$ cat config.mk
export PLATFORM = sky130hd
export DESIGN_NAME = mem_access_unit
export DESIGN_NICKNAME = d
export VERILOG_FILES = /design/src/rtl/mem_pkg.sv /design/src/rtl/mem_load_extend.sv /design/src/rtl/mem_access_unit.sv
export SDC_FILE = /design/constraint.sdc
export NUM_CORES = 1
export LEC_CHECK = 0
export BUFFER_PORTS_ARGS = -buffer_cell sky130_fd_sc_hd__buf_2
export CORE_UTILIZATION = 60
export CTS_BUF_LIST = sky130_fd_sc_hd__clkbuf_2
export DETAILED_ROUTE_END_ITERATION = 6
export PLACE_DENSITY_LB_ADDON = 0.12
export SYNTH_ARGS = -nofsm -noshare
export SYNTH_HDL_FRONTEND = slang
export SYNTH_SLANG_ARGS = --single-unit
$ cat constraint.sdc
create_clock -name clk -period 6.8 [get_ports clk]
set_input_delay 1.36 -clock clk [delete_from_list [all_inputs] [get_ports clk]]
set_output_delay 1.36 -clock clk [all_outputs]
set_load 0.005 [all_outputs]
$ cat src/rtl/mem_pkg.sv
// Shared encodings and helpers for the data-memory access unit.
// Size codes follow the load/store funct3 field.
package mem_pkg;

  localparam logic [2:0] SIZE_B  = 3'b000;
  localparam logic [2:0] SIZE_H  = 3'b001;
  localparam logic [2:0] SIZE_W  = 3'b010;
  localparam logic [2:0] SIZE_BU = 3'b100;
  localparam logic [2:0] SIZE_HU = 3'b101;

  typedef enum logic {IDLE = 1'b0, SPLIT = 1'b1} mau_state_t;

  function automatic logic size_legal(input logic [2:0] size);
    case (size)
      SIZE_B, SIZE_H, SIZE_W, SIZE_BU, SIZE_HU: size_legal = 1'b1;
      default:                                  size_legal = 1'b0;
    endcase
  endfunction

  // Byte accesses are always aligned; the unsigned flag does not affect alignment
  function automatic logic size_aligned(input logic [2:0] size, input logic [1:0] addr_lo);
    case (size[1:0])
      2'b01:   size_aligned = (addr_lo[0] == 1'b0);
      2'b10:   size_aligned = (addr_lo == 2'b00);
      default: size_aligned = 1'b1;
    endcase
  endfunction

  // Stores have no unsigned variants, so bu/hu collapse onto b/h
  function automatic logic [2:0] store_size(input logic [2:0] size);
    store_size = {1'b0, size[1:0]};
  endfunction

endpackage

$ cat src/rtl/mem_load_extend.sv
// Sign/zero extension of raw load data according to the access size.
module mem_load_extend
  import mem_pkg::*;
#(
  parameter int unsigned DATA_WIDTH = 32
) (
  input  logic [DATA_WIDTH-1:0] raw_i,
  input  logic [2:0]            size_i,
  output logic [DATA_WIDTH-1:0] ext_o
);

  always_comb begin
    ext_o = raw_i;
    case (size_i)
      SIZE_B:  ext_o = {{(DATA_WIDTH-8){raw_i[7]}}, raw_i[7:0]};
      SIZE_BU: ext_o = {{(DATA_WIDTH-8){1'b0}}, raw_i[7:0]};
      SIZE_H:  ext_o = {{(DATA_WIDTH-16){raw_i[15]}}, raw_i[15:0]};
      SIZE_HU: ext_o = {{(DATA_WIDTH-16){1'b0}}, raw_i[15:0]};
      default: ext_o = raw_i;
    endcase
  end

endmodule

$ cat src/rtl/mem_access_unit.sv
// Data-memory initiator: aligned accesses pass through in one cycle,
// misaligned halfword/word accesses are split into byte transactions.
module mem_access_unit
  import mem_pkg::*;
#(
  parameter int unsigned DATA_WIDTH = 32,
  parameter int unsigned ADDR_WIDTH = 17
) (
  input  logic                  clk,
  input  logic                  rst,
  input  logic                  req_valid,
  output logic                  req_ready,
  input  logic                  req_write,
  input  logic [2:0]            req_size,
  input  logic [ADDR_WIDTH-1:0] req_addr,
  input  logic [DATA_WIDTH-1:0] req_wdata,
  output logic                  resp_valid,
  output logic [DATA_WIDTH-1:0] resp_rdata,
  output logic                  resp_err,
  output logic                  misaligned,
  output logic [ADDR_WIDTH-1:0] mem_addr,
  output logic [2:0]            mem_size,
  output logic [DATA_WIDTH-1:0] mem_wdata,
  output logic                  mem_write,
  input  logic [DATA_WIDTH-1:0] mem_rdata
);

  localparam int unsigned CNT_W = 2;

  mau_state_t            state_q, state_d;
  logic [CNT_W-1:0]      cnt_q, cnt_d;
  logic [DATA_WIDTH-1:0] buf_q, buf_d;
  logic                  lat_write_q, lat_write_d;
  logic [2:0]            lat_size_q, lat_size_d;
  logic [ADDR_WIDTH-1:0] lat_addr_q, lat_addr_d;
  logic [DATA_WIDTH-1:0] lat_wdata_q, lat_wdata_d;
  logic [ADDR_WIDTH-1:0] addr_hold_q;
  logic [DATA_WIDTH-1:0] wdata_hold_q;
  logic                  resp_valid_q, resp_valid_d;
  logic                  resp_err_q, resp_err_d;
  logic                  mis_q, mis_d;
  logic [DATA_WIDTH-1:0] resp_rdata_q, resp_rdata_d;

  logic [ADDR_WIDTH-1:0] addr_c;
  logic [2:0]            size_c;
  logic [DATA_WIDTH-1:0] wdata_c;
  logic                  write_c;
  logic [DATA_WIDTH-1:0] asm_c;
  logic [DATA_WIDTH-1:0] ext_raw_c;
  logic [2:0]            ext_size_c;
  logic [DATA_WIDTH-1:0] ext_data_c;
  logic [CNT_W-1:0]      last_cnt_c;

  // Split loads drop the current byte into the buffer before extension
  always_comb begin
    asm_c = buf_q;
    asm_c[{cnt_q, 3'b000} +: 8] = mem_rdata[7:0];
    ext_raw_c  = (state_q == SPLIT) ? asm_c : mem_rdata;
    ext_size_c = (state_q == SPLIT) ? lat_size_q : req_size;
    last_cnt_c = (lat_size_q[1:0] == 2'b10) ? CNT_W'(3) : CNT_W'(1);
  end

  mem_load_extend #(.DATA_WIDTH(DATA_WIDTH)) u_extend (
    .raw_i  (ext_raw_c),
    .size_i (ext_size_c),
    .ext_o  (ext_data_c)
  );

  always_comb begin
    state_d      = state_q;
    cnt_d        = cnt_q;
    buf_d        = buf_q;
    lat_write_d  = lat_write_q;
    lat_size_d   = lat_size_q;
    lat_addr_d   = lat_addr_q;
    lat_wdata_d  = lat_wdata_q;
    resp_valid_d = 1'b0;
    resp_err_d   = 1'b0;
    mis_d        = 1'b0;
    resp_rdata_d = '0;
    addr_c       = addr_hold_q;
    wdata_c      = wdata_hold_q;
    size_c       = SIZE_B;
    write_c      = 1'b0;

    case (state_q)
      IDLE: begin
        if (req_valid) begin
          if (!size_legal(req_size)) begin
            resp_valid_d = 1'b1;
            resp_err_d   = 1'b1;
          end else if (size_aligned(req_size, req_addr[1:0])) begin
            addr_c       = req_addr;
            wdata_c      = req_wdata;
            size_c       = req_write ? store_size(req_size) : req_size;
            write_c      = req_write;
            resp_valid_d = 1'b1;
            resp_rdata_d = req_write ? '0 : ext_data_c;
          end else begin
            lat_write_d = req_write;
            lat_size_d  = req_size;
            lat_addr_d  = req_addr;
            lat_wdata_d = req_wdata;
            cnt_d       = '0;
            buf_d       = '0;
            state_d     = SPLIT;
          end
        end
      end
      SPLIT: begin
        // Address arithmetic wraps naturally at the top of the byte space
        addr_c = lat_addr_q + ADDR_WIDTH'(cnt_q);
        if (lat_write_q) begin
          size_c  = SIZE_B;
          wdata_c = DATA_WIDTH'(lat_wdata_q[{cnt_q, 3'b000} +: 8]);
          write_c = 1'b1;
        end else begin
          size_c = SIZE_BU;
          buf_d  = asm_c;
        end
        cnt_d = cnt_q + CNT_W'(1);
        if (cnt_q == last_cnt_c) begin
          state_d      = IDLE;
          resp_valid_d = 1'b1;
          mis_d        = 1'b1;
          resp_rdata_d = lat_write_q ? '0 : ext_data_c;
        end
      end
      default: state_d = IDLE;
    endcase
  end

  always_ff @(posedge clk) begin
    if (rst) begin
      state_q      <= IDLE;
      cnt_q        <= '0;
      buf_q        <= '0;
      lat_write_q  <= 1'b0;
      lat_size_q   <= '0;
      lat_addr_q   <= '0;
      lat_wdata_q  <= '0;
      addr_hold_q  <= '0;
      wdata_hold_q <= '0;
      resp_valid_q <= 1'b0;
      resp_err_q   <= 1'b0;
      mis_q        <= 1'b0;
      resp_rdata_q <= '0;
    end else begin
      state_q      <= state_d;
      cnt_q        <= cnt_d;
      buf_q        <= buf_d;
      lat_write_q  <= lat_write_d;
      lat_size_q   <= lat_size_d;
      lat_addr_q   <= lat_addr_d;
      lat_wdata_q  <= lat_wdata_d;
      addr_hold_q  <= addr_c;
      wdata_hold_q <= wdata_c;
      resp_valid_q <= resp_valid_d;
      resp_err_q   <= resp_err_d;
      mis_q        <= mis_d;
      resp_rdata_q <= resp_rdata_d;
    end
  end

  // A write must never reach memory while reset is asserted
  assign mem_write  = write_c & ~rst;
  assign mem_addr   = addr_c;
  assign mem_size   = size_c;
  assign mem_wdata  = wdata_c;
  assign req_ready  = (state_q == IDLE);
  assign resp_valid = resp_valid_q;
  assign resp_err   = resp_err_q;
  assign misaligned = mis_q;
  assign resp_rdata = resp_rdata_q;

endmodule

==> reports/results.md <==
Critical path
- **required time worst endpoint** 5.44 ns
- **critical path cell sequence** buf_2, inv_1, ha_1, or3b_1, and3_1, nor3_4, nand2_1, a21oi_1, buf_2
- **kind of end point of the critical path** output pin
- **CP Max Fanout** 25
- **CP most frequent cell** sky130_fd_sc_hd__buf_2
- **Crit path arrival time** 4.04 ns
- **critical path startpoint category** input port
- **category of the most critical setup path** input port to output pin
- **max incr delay on CP** 0.90 ns
- **Crit-path slowest cell** sky130_fd_sc_hd__nor3_4

Placed design
- **DP Area** 8725 um2
- **total half-perimeter wirelength after legalization and detailed placement** 14380 um
- **Port Buffers** 176
- **weighted congestion at the end of routability-driven global placement** 0.8943
- **number of instances in the placed design** 1251

Die
- **initial cell density of the core** 0.6189
- **Core Rows** 41
- **Placeable Area** 12720 um2
- **Die Footprint** 13590 um2
- **die width** 116.6 um
- **number of I/O pins** 177
- **Vert. Die Dim** 116.6 um

Timing
- **worst slew pin tran** 1.072 ns
- **slew margin rel.** 0.2851
- **max frequency** 185.3 MHz
- **number of slew-limit violations in the final report** 0
- **RSZ-0062 raised after global routing** false
- **Final Hold Violating Endpoints** 0
- **post-layout minimum cycle time** 5.397 ns
- **number of endpoints failing setup at the final stage** 0
- **Clock Skews** 0.03000 ns
- **WHS** 0.4666 ns
- **final cycle utilization of the critical path** 0.7937
- **Post-Route Setup TNS** 0 ns

Synth
- **EDFF count, synth** 0
- **sequential area share after synthesis** 0.4373
- **portion of netlist area occupied by mux cells** 0.02797
- **count of warnings emitted by yosys** 0
- **xor-xnor portion of the synthesized cell area** 0.01780
- **Syn Area/Cell** 8.159 um2
- **Yosys top cell by area** sky130_fd_sc_hd__dfxtp_1
- **adder-cell area share of the yosys netlist** 0.01843
- **main flop type after synthesis** sky130_fd_sc_hd__dfxtp_1
- **post-synthesis compound-gate area fraction** 0.2175
- **FF+latch count, synth** 172
- **post-synthesis cell area** 7874 um2
- **count of cell types in the netlist** 58
- **proportion of netlist area held by the largest area contributor** 0.4373
- **cell types with the largest area share after synthesis** sky130_fd_sc_hd__dfxtp_1 44%, sky130_fd_sc_hd__nand2_1 9.0%, sky130_fd_sc_hd__a21oi_1 7.0%, sky130_fd_sc_hd__nor2_1 3.6%, sky130_fd_sc_hd__nand3_1 3.3%
- **Mapped Cells** 965
- **Post-Synthesis Net Count** 1064
- **dominant combinational cell family by area after synthesis** simple AND/OR/NAND/NOR gates
- **Synth Area in Simple Gates** 0.2328
- **share of synthesized flip-flops with an asynchronous set or reset** 0

Detailed routing
- **total length of routed met3 wires** 1561 um
- **total routed wire length on the met1 layer** 9016 um
- **number of vias per cell** 5.875
- **Top Metal Used** met4
- **count of antenna-violating nets left after detailed routing** 0
- **via count** 7537
- **number of iterations in the first detailed-routing pass** 7
- **total detailed-routing wirelength** 21150 um
- **initial DRC count** 781
- **detailed route wirelength on metal2** 9988 um
- **average wire per cell in the routed design** 16.49 um
- **post-detailed-route DRC marker count** 0

Layout
- **fraction of layout cells with a size suffix above 1** 0.2135
- **area taken by flip-flops and latches** 3445 um2
- **area taken by multi-input logic gates** 4058 um2
- **final standard cell count with taps included and fillers excluded** 1283
- **# fillers** 1145
- **Layout Nets** 1197
- **core occupancy in the finished layout** 0.7039
- **area growth from synthesis to layout** 13.73%
- **area of all placed cells without fillers** 8955 um2
- **most frequent standard cell in the layout excluding fill and tap cells** sky130_fd_sc_hd__nand2_1
- **most used cells in the layout excluding fill and tap cells** 188 x sky130_fd_sc_hd__nand2_1, 175 x sky130_fd_sc_hd__buf_2, 171 x sky130_fd_sc_hd__dfxtp_1

Clocking
- **count of instances resized after the clock tree is built** 0
- **number of H-tree levels** 4
- **maximum clock path buffer count** 2
- **insertion delay to the later sink of the worst-skew pair** 0.78 ns
- **clock buffers created by TritonCTS** 17
- **number of post-CTS setup repair buffers** 0
- **TritonCTS clock tree** done
- **clock transition at the registers of the reported paths** 0.19 ns
- **hold-fix buffers at CTS** 0
- **clock root buffer** sky130_fd_sc_hd__clkbuf_2
- **number of clock sinks** 172

Global routing
- **maximum number of pins on one net before global-route repair** 75
- **initial antenna violation count** 0
- **first-pass GRT wire length** 33000 um
- **number of global-route vias before repair** 6549
- **global route total overflow** 0
- **aggregate global-route resource usage** 0.3191

Min path
- **Hold/Removal Path Class** flop to flop

Power and ir drop
- **power per standard cell area** 217.4 nW/um2
- **Max IR drop VDD** 0.0002100 V
- **leakage dissipation** 3.852 nW

Run
- **number of violations of the max-capacitance limit** 0

Outcome
- **status** completed

==> power breakdown <==
group,switching (W),internal (W),leakage (nW)
sequential,0.0000193,0.00105,1.40
clock,0.000337,0.000204,0.146
combinational,0.000206,0.000129,2.31
==> synth_stat cells, drive strengths merged, types with 2 or more instances <==
library cell  instances
nor3                 20
or3                   3
a221oi               16
ha                   10
a21oi               110
nand3                52
and3                 20
and2                 11
nand4                 2
nor2b                12
a211oi               25
a31oi                27
mux4                  8
buf                  35
a22o                 15
o21ai                24
xnor2                 6
a2bb2oi               2
a21boi                2
dfxtp               172
nor4                  3
nor3b                 3
nand2               189
or2                   2
o21a                 10
clkbuf               37
a21o                 11
mux2i                 4
nor2                 77
a22oi                17
inv                  13
nand2b                5
xor2                 10
==> layout make-up <==
cell class | count | area share
timing repair buffer | 186 | 0.1070
antenna | 1 | 0.0002794
clock inverter | 10 | 0.01369
sequential | 172 | 0.3847
multi-input combinational | 708 | 0.4531
clock buffer | 21 | 0.01174
tap | 172 | 0.02403
inverter | 13 | 0.005449
==> worst paths after layout <==
check	start	slack, ns	end	depth (start not counted)
max	req_size[0]	1.40	mem_write	9
min	lat_wdata_q[17]	0.47	lat_wdata_q[17]	2
max reg2reg	cnt_q[1]	3.63	resp_rdata[18]	7
min reg2reg	lat_wdata_q[17]	0.47	lat_wdata_q[17]	2
==> worst max-delay path, delay by kind of cell <==
family | cells | cell delay (ns)
buffers and inverters | 3 | 0.39
and+or+nand+nor | 4 | 1.91
AOI/OAI and AO/OA | 1 | 0.16
adders and majority gates | 1 | 0.20
==> kinds of logic (layout without fill, tap and decap cells) <==
logic type               Yosys count  in the layout
multiplexers                      12             12
adder cells (fa/ha/maj)           11             11
other                              0              1
buffers and inverters             85            230
AND/OR/NAND/NOR                  403            403
XOR/XNOR                          16             16
AO/OA/AOI/OAI                    266            266
flip-flops                       172            172
==> routing by layer <==
metal / GRT usage / vias to the layer above
met4: 0.1283 / 0
met3: 0.06954 / 46
met5: 0 / -
li1: - / 3677
met1: 0.4139 / 3499
met2: 0.5179 / 315
==> registers in the layout, indices dropped and copies added (netlist names) <==
signal,count
addr_hold_q,17
buf_q,32
cnt_q,2
lat_addr_q,17
lat_size_q,3
lat_wdata_q,32
lat_write_q,1
misaligned,1
resp_err,1
resp_rdata,32
resp_valid,1
state_q,1
wdata_hold_q,32
==> stage by stage <==
step / total power, W / worst slack [ns]
3_3_place_gp: 0.001416 / 1.505
2_1_floorplan: 0.001295 / 2.475
5_1_grt: 0.002042 / 1.198
3_5_place_dp: 0.001420 / 1.450
6_report: 0.001946 / 1.403
4_1_cts: 0.001944 / 1.434
(Power assumes the default switching activity.)
